$ cat src/rtl/iterative_multiplier_pkg.sv
// Shared types and sizing helpers for the iterative shift-and-add multiplier.
package iterative_multiplier_pkg;

    typedef enum logic [1:0] {
        IDLE = 2'd0,
        BUSY = 2'd1,
        DONE = 2'd2
    } mul_state_e;

    function automatic int mul_steps(input int width, input int bits_per_cycle);
        return width / bits_per_cycle;
    endfunction

    // Counter must be able to represent the full step count.
    function automatic int mul_cnt_width(input int steps);
        return $clog2(steps + 1);
    endfunction

endpackage

$ cat src/rtl/iterative_multiplier_if.sv
// Operand/product handshake bundle for the iterative multiplier.
interface iterative_multiplier_if #(
    parameter int WIDTH = 32
);
    logic                   in_valid;
    logic                   in_ready;
    logic [WIDTH-1:0]       in_a;
    logic [WIDTH-1:0]       in_b;
    logic                   out_valid;
    logic                   out_ready;
    logic [2*WIDTH-1:0]     out_product;

    modport master (
        output in_valid, in_a, in_b, out_ready,
        input  in_ready, out_valid, out_product
    );

    modport slave (
        input  in_valid, in_a, in_b, out_ready,
        output in_ready, out_valid, out_product
    );
endinterface

$ cat src/rtl/iterative_multiplier_step.sv
// One shift-and-add step: folds BITS_PER_CYCLE partial products into the accumulator.
module iterative_multiplier_step #(
    parameter int WIDTH          = 32,
    parameter int BITS_PER_CYCLE = 8
) (
    input  logic [2*WIDTH-1:0]        acc_i,
    input  logic [2*WIDTH-1:0]        mcand_i,
    input  logic [BITS_PER_CYCLE-1:0] mplier_bits_i,
    output logic [2*WIDTH-1:0]        acc_o
);

    logic [2*WIDTH-1:0] sum_s;

    // Add the multiplicand shifted by k for every set multiplier bit k
    always_comb begin
        sum_s = acc_i;
        for (int k = 0; k < BITS_PER_CYCLE; k++) begin
            if (mplier_bits_i[k]) begin
                sum_s = sum_s + (mcand_i << k);
            end else begin
                sum_s = sum_s;
            end
        end
    end

    assign acc_o = sum_s;

endmodule

$ cat src/rtl/iterative_multiplier.sv
// Multi-cycle double-width multiplier; define MUL_SIGNED_EN for two's-complement operands.
module iterative_multiplier
    import iterative_multiplier_pkg::*;
#(
    parameter int WIDTH          = 32,
    parameter int BITS_PER_CYCLE = 8
) (
    input  logic                  clk,
    input  logic                  reset,
    iterative_multiplier_if.slave bus
);

    localparam int N  = mul_steps(WIDTH, BITS_PER_CYCLE);
    localparam int CW = mul_cnt_width(N);
    localparam logic [CW-1:0] LAST_STEP = CW'(N - 1);

    if ((WIDTH % BITS_PER_CYCLE) != 0) begin : g_bad_cfg
        $error("iterative_multiplier: WIDTH must be a multiple of BITS_PER_CYCLE");
    end

    mul_state_e          state_r;
    logic [2*WIDTH-1:0]  mcand_r;
    logic [WIDTH-1:0]    mplier_r;
    logic [2*WIDTH-1:0]  acc_r;
    logic [CW-1:0]       cnt_r;
    logic                out_valid_r;
    logic [2*WIDTH-1:0]  out_product_r;

    logic                in_ready_s;
    logic                accept_s;
    logic [WIDTH-1:0]    load_a_s;
    logic [WIDTH-1:0]    load_b_s;
    logic [2*WIDTH-1:0]  acc_next_s;
    logic [2*WIDTH-1:0]  final_s;

`ifdef MUL_SIGNED_EN
    logic                neg_r;
    logic                load_neg_s;
`endif

    // DONE hands over to a new operand in the same cycle the product is taken.
    assign in_ready_s      = (state_r == IDLE) || ((state_r == DONE) && bus.out_ready);
    assign accept_s        = bus.in_valid && in_ready_s;
    assign bus.in_ready    = in_ready_s;
    assign bus.out_valid   = out_valid_r;
    assign bus.out_product = out_product_r;

    iterative_multiplier_step #(
        .WIDTH          (WIDTH),
        .BITS_PER_CYCLE (BITS_PER_CYCLE)
    ) u_step (
        .acc_i         (acc_r),
        .mcand_i       (mcand_r),
        .mplier_bits_i (mplier_r[BITS_PER_CYCLE-1:0]),
        .acc_o         (acc_next_s)
    );

    // Operand magnitudes at accept and the sign-corrected result of the final step
    always_comb begin
`ifdef MUL_SIGNED_EN
        load_a_s   = bus.in_a[WIDTH-1] ? ({WIDTH{1'b0}} - bus.in_a) : bus.in_a;
        load_b_s   = bus.in_b[WIDTH-1] ? ({WIDTH{1'b0}} - bus.in_b) : bus.in_b;
        load_neg_s = bus.in_a[WIDTH-1] ^ bus.in_b[WIDTH-1];
        final_s    = neg_r ? ({(2*WIDTH){1'b0}} - acc_next_s) : acc_next_s;
`else
        load_a_s   = bus.in_a;
        load_b_s   = bus.in_b;
        final_s    = acc_next_s;
`endif
    end

    // Control FSM with operand/accumulator datapath and registered outputs
    always_ff @(posedge clk) begin
        if (!reset) begin
            state_r       <= IDLE;
            mcand_r       <= {(2*WIDTH){1'b0}};
            mplier_r      <= {WIDTH{1'b0}};
            acc_r         <= {(2*WIDTH){1'b0}};
            cnt_r         <= {CW{1'b0}};
            out_valid_r   <= 1'b0;
            out_product_r <= {(2*WIDTH){1'b0}};
`ifdef MUL_SIGNED_EN
            neg_r         <= 1'b0;
`endif
        end else begin
            case (state_r)
                IDLE: begin
                    if (accept_s) begin
                        mcand_r  <= {{WIDTH{1'b0}}, load_a_s};
                        mplier_r <= load_b_s;
                        acc_r    <= {(2*WIDTH){1'b0}};
                        cnt_r    <= {CW{1'b0}};
`ifdef MUL_SIGNED_EN
                        neg_r    <= load_neg_s;
`endif
                        state_r  <= BUSY;
                    end else begin
                        state_r  <= IDLE;
                    end
                end
                BUSY: begin
                    mcand_r  <= mcand_r << BITS_PER_CYCLE;
                    mplier_r <= mplier_r >> BITS_PER_CYCLE;
                    cnt_r    <= cnt_r + CW'(1);
                    if (cnt_r == LAST_STEP) begin
                        acc_r         <= final_s;
                        out_product_r <= final_s;
                        out_valid_r   <= 1'b1;
                        state_r       <= DONE;
                    end else begin
                        acc_r         <= acc_next_s;
                        state_r       <= BUSY;
                    end
                end
                DONE: begin
                    if (bus.out_ready) begin
                        out_valid_r   <= 1'b0;
                        out_product_r <= {(2*WIDTH){1'b0}};
                        if (bus.in_valid) begin
                            mcand_r  <= {{WIDTH{1'b0}}, load_a_s};
                            mplier_r <= load_b_s;
                            acc_r    <= {(2*WIDTH){1'b0}};
                            cnt_r    <= {CW{1'b0}};
`ifdef MUL_SIGNED_EN
                            neg_r    <= load_neg_s;
`endif
                            state_r  <= BUSY;
                        end else begin
                            state_r  <= IDLE;
                        end
                    end else begin
                        state_r <= DONE;
                    end
                end
                default: begin
                    state_r     <= IDLE;
                    out_valid_r <= 1'b0;
                end
            endcase
        end
    end

endmodule

$ cat src/flat_wrapper.sv
// flat-port wrapper written by rule: the top's interface ports become plain ports
module iterative_multiplier_flat import iterative_multiplier_pkg::*;
#(
    parameter int WIDTH          = 32,
    parameter int BITS_PER_CYCLE = 8
)
  (clk, reset, bus_in_valid, bus_in_a, bus_in_b, bus_out_ready, bus_in_ready, bus_out_valid, bus_out_product);
  iterative_multiplier_if #(.WIDTH(WIDTH)) bus_i ();
  input  logic clk;
  input  logic reset;
  input wire logic [$bits(bus_i.in_valid)-1:0] bus_in_valid;
  input wire logic [$bits(bus_i.in_a)-1:0] bus_in_a;
  input wire logic [$bits(bus_i.in_b)-1:0] bus_in_b;
  input wire logic [$bits(bus_i.out_ready)-1:0] bus_out_ready;
  output wire logic [$bits(bus_i.in_ready)-1:0] bus_in_ready;
  output wire logic [$bits(bus_i.out_valid)-1:0] bus_out_valid;
  output wire logic [$bits(bus_i.out_product)-1:0] bus_out_product;
  assign bus_i.in_valid = bus_in_valid;
  assign bus_i.in_a = bus_in_a;
  assign bus_i.in_b = bus_in_b;
  assign bus_i.out_ready = bus_out_ready;
  assign bus_in_ready = bus_i.in_ready;
  assign bus_out_valid = bus_i.out_valid;
  assign bus_out_product = bus_i.out_product;
  iterative_multiplier #(.WIDTH(WIDTH), .BITS_PER_CYCLE(BITS_PER_CYCLE)) u_core (.clk(clk), .reset(reset), .bus(bus_i));
endmodule
$ cat config.mk
export PLATFORM = sky130hd
export DESIGN_NAME = iterative_multiplier_flat
export DESIGN_NICKNAME = d
export VERILOG_FILES = /design/src/rtl/iterative_multiplier_pkg.sv /design/src/rtl/iterative_multiplier_if.sv /design/src/rtl/iterative_multiplier_step.sv /design/src/rtl/iterative_multiplier.sv /design/src/flat_wrapper.sv
export SDC_FILE = /design/constraint.sdc
export NUM_CORES = 2
export LEC_CHECK = 0
export BUFFER_PORTS_ARGS = -buffer_cell sky130_fd_sc_hd__buf_2
export CORE_MARGIN = 4
export CORE_UTILIZATION = 38
export DETAILED_ROUTE_END_ITERATION = 8
export GPL_TIMING_DRIVEN = 1
export SYNTH_ARGS = -nofsm -noshare
export SYNTH_HDL_FRONTEND = slang
export SYNTH_SLANG_ARGS = --single-unit
$ cat constraint.sdc
create_clock -name clk -period 15.8 [get_ports clk]
set_input_delay 3.16 -clock clk [delete_from_list [all_inputs] [get_ports clk]]
set_output_delay 3.16 -clock clk [all_outputs]
set_load 0.01 [all_outputs]
==> flow_metrics.tcl <==
set metrics [dict create \
    timing.critical_path.required_ns 16.29 \
    path_class "reg2reg" \
    synth_cells 6145 \
    total_cts_buffers 28 \
    post-route-min-period_ns 16.58 \
    initial_core_utilization 0.383 \
    synth_compound_gate_area_share 0.357 \
    vias 57840 \
    synth.cells.most_frequent "sky130_fd_sc_hd__nand2_1 (779), sky130_fd_sc_hd__a21oi_1 (647), sky130_fd_sc_hd__ha_1 (519)" \
    muxShareOfSynthArea 0.0423 \
    ir_worst_vdd_uv 82.4 \
    clkTransAtPathRegs_ns 0.07 \
    floorplan.rows 123 \
    post_synth.cell_area_avg_um2 7.02 \
    dpl.cell_count 9502 \
    maxCapViolCount 0 \
    post-synth-top-count-cell "sky130_fd_sc_hd__nand2_1" \
    finalCoreUtilization 0.602 \
    timing_max_transition_violations_final 0 \
    post_synth_and_or_nand_nor_area_fraction 0.210 \
    dp_hpwl_um 179000 \
    synth-edff-count 0 \
    port_buffers 133 \
    unrepaired_setup_endpoints_after_global_routing "yes" \
    yosysUniqueCellTypes 112 \
    status "finished with violations" \
    synth_largest_area_cell "sky130_fd_sc_hd__ha_1" \
    grt_remaining_overflow 0 \
    clock_path_buffers 3 \
    critical_path_s_largest_stage_delay_ns 0.39 \
    fmax_ghz 0.0603 \
    timing.critical_path.arrival_ns 17.07 \
    skew_ns 0.0177 \
    worst_path_dominant_cell_family "compound AO/OA/AOI/OAI gates" \
    synth.area.top_cells "sky130_fd_sc_hd__ha_1 (15%), sky130_fd_sc_hd__dfxtp_1 (11%), sky130_fd_sc_hd__a21oi_1 (7.5%)" \
    detail_route.first_pass.iterations 7 \
    tightest_slew_ns 1.16 \
    cts_root_buf "sky130_fd_sc_hd__clkbuf_16" \
    power_leakage_uw 0.0336 \
    hold_buffers 0 \
    synth_fa_ha_area_frac 0.154 \
    final_hold_viol_count 0 \
    crit_buf_inv 19 \
    critPathLaunchType "register" \
    layout-drive-gt1-share 0.407 \
    yosys_warnings 0 \
    post_layout_nonfiller_instances 9815 \
    synth_seq_cells 230 \
    drt_drc_violations_left 0 \
    combinational_family_with_the_most_area_after_synthesis "compound AO/OA/AOI/OAI gates" \
    h-tree-depth 1 \
    io_pins 134 \
    netlist_area_mm2 0.0431 \
    num_antenna_cells 0 \
    final.setup.worst_slack_ns -0.781 \
    slew-limit-headroom 0.228 \
    core_region_area_mm2 0.113 \
    final_critical_path_share_of_the_clock_period 1.05 \
    finalNetCount 8888 \
    synth-xor-area-share 0.0824 \
    crit_path_max_fanout 5 \
    drt-vias-per-instance 5.89 \
    worstSkewPairLatency_ns 0.60 \
    failed_checks "negative setup slack" \
    cp-end-kind "register" \
    netlist.area_leader.share 0.151 \
    synth_sequential_area_ratio 0.107 \
    die-width_um 345 \
    grt_antenna_before_repair 0 \
    synth_async_sr_flop_share 0 \
    layout-area-overhead-vs-synth_pct 57.3 \
    ys_dominant_reg_cell "sky130_fd_sc_hd__dfxtp_1" \
    tritoncts_num_sinks 230 \
    die_height_um 345 \
    fp.dieArea_mm2 0.119 \
    grt_pass1_vias 54057 \
    first_pass_grt_wire_length_um 325000 \
    timing.final.setup_violations 9 \
    drt_iter0_markers 6561 \
    drt-wirelength-per-cell_um 23.0 \
    drt_wl_total_um 226000 \
    tritoncts "done" \
    cp_most_frequent_cell "sky130_fd_sc_hd__buf_4" \
    grt_use_total 0.354 \
    syn-num-nets 6740 \
    pwr_density_cell_mw_per_mm2 90.5 \
    worstHoldPathType "reg2reg" \
    grt_start_max_net_pins 85 \
    timing.critical_path.slowest_stage_cell "sky130_fd_sc_hd__or3_4" \
    final_antenna_net_count 0 \
    gp_congestion 1.01 \
]
[cell families after synthesis]
family                   count (synthesis)
buffers and inverters                  531
AO/OA/AOI/OAI                         2322
AND/OR/NAND/NOR                       1967
adder cells (fa/ha/maj)                527
XOR/XNOR                               401
multiplexers                           167
flip-flops                             230
[area by class of cell]
cell class                 instances  area [um^2]
fill                           10241        44800
multi-input combinational       5384        41500
timing repair buffer            2414        18000
sequential                       230         4650
tap                             1500         1880
inverter                         235          896
clock buffer                      37          774
clock inverter                    15          144
[registers in the layout, summed over array words and instances (netlist names)]
name	cells
u_core.bus.out_valid	1
u_core.acc_r	64
u_core.cnt_r	3
u_core.bus.out_product	64
u_core.state_r	2
u_core.mcand_r	64
u_core.mplier_r	32
[tightest hold or removal path, cell delays in order (launching register included)]
cell and delay (ns):
sky130_fd_sc_hd__dfxtp_1 0.31, sky130_fd_sc_hd__nand2_1 0.05, sky130_fd_sc_hd__o21ai_1 0.05
[path summary, 6_finish.rpt]
kind / depth (start not counted) / from / endpoint / slack, ns
setup reg to reg: 95 / u_core.mcand_r[0] / u_core.acc_r[63] / -0.78
hold reg to reg: 2 / u_core.bus.out_product[41] / u_core.bus.out_product[41] / 0.45
hold / removal: 2 / u_core.bus.out_product[41] / u_core.bus.out_product[41] / 0.45
setup / recovery: 95 / u_core.mcand_r[0] / u_core.acc_r[63] / -0.78
[what timing repair did]
item                                    4_1_cts  5_1_grt
buffers inserted                            157      107
gates resized for setup                     398      628
endpoints found under the setup margin       60       71
pin swaps                                   202      343
[layer usage]
metal,global-route usage,wire (um),up-vias
met5,0,0,-
met4,0.106,8110,0
met3,0.0617,24600,428
met2,0.534,93700,2825
met1,0.513,99600,27534
li1,-,-,27053
[per-stage QoR]
step	power (uW)	cell area (um^2)	hold slack (ns)	worst slack (ns)	setup TNS (ns)
after floorplan	2710	43200	0.436	0.0245	0
after global placement	4710	59900	0.433	-2.16	-41.20
after detailed placement	4750	59900	0.440	-2.34	-48.05
after CTS	5650	64000	0.450	-0.662	-1.89
after global routing	6450	67800	0.475	-1.43	-19.94
final	6140	67800	0.446	-0.781	-2.16
[layout by cell type (no fill, tap or decap), types with 132 or more instances in the layout]
cell                      Yosys  final
sky130_fd_sc_hd__buf_2       16    132
sky130_fd_sc_hd__inv_1      231    216
sky130_fd_sc_hd__ha_1       519    385
sky130_fd_sc_hd__buf_4        0   2235
sky130_fd_sc_hd__dfxtp_1    230    211
sky130_fd_sc_hd__a21oi_2      3    149
sky130_fd_sc_hd__nand3_1    181    169
sky130_fd_sc_hd__a21oi_1    647    491
sky130_fd_sc_hd__a21o_1     308    308
sky130_fd_sc_hd__o21ai_0    390    271
sky130_fd_sc_hd__nand2_1    779    761
sky130_fd_sc_hd__xor2_1     160    144
sky130_fd_sc_hd__nor2_1     438    393
sky130_fd_sc_hd__xnor2_1    238    205
[where the power goes]
part	internal, uW	switching, uW
logic	2290	2500
registers	616	57.8
clock network	366	303
total	3280	2860
No activity file was read; power rests on OpenSTA's default activity.
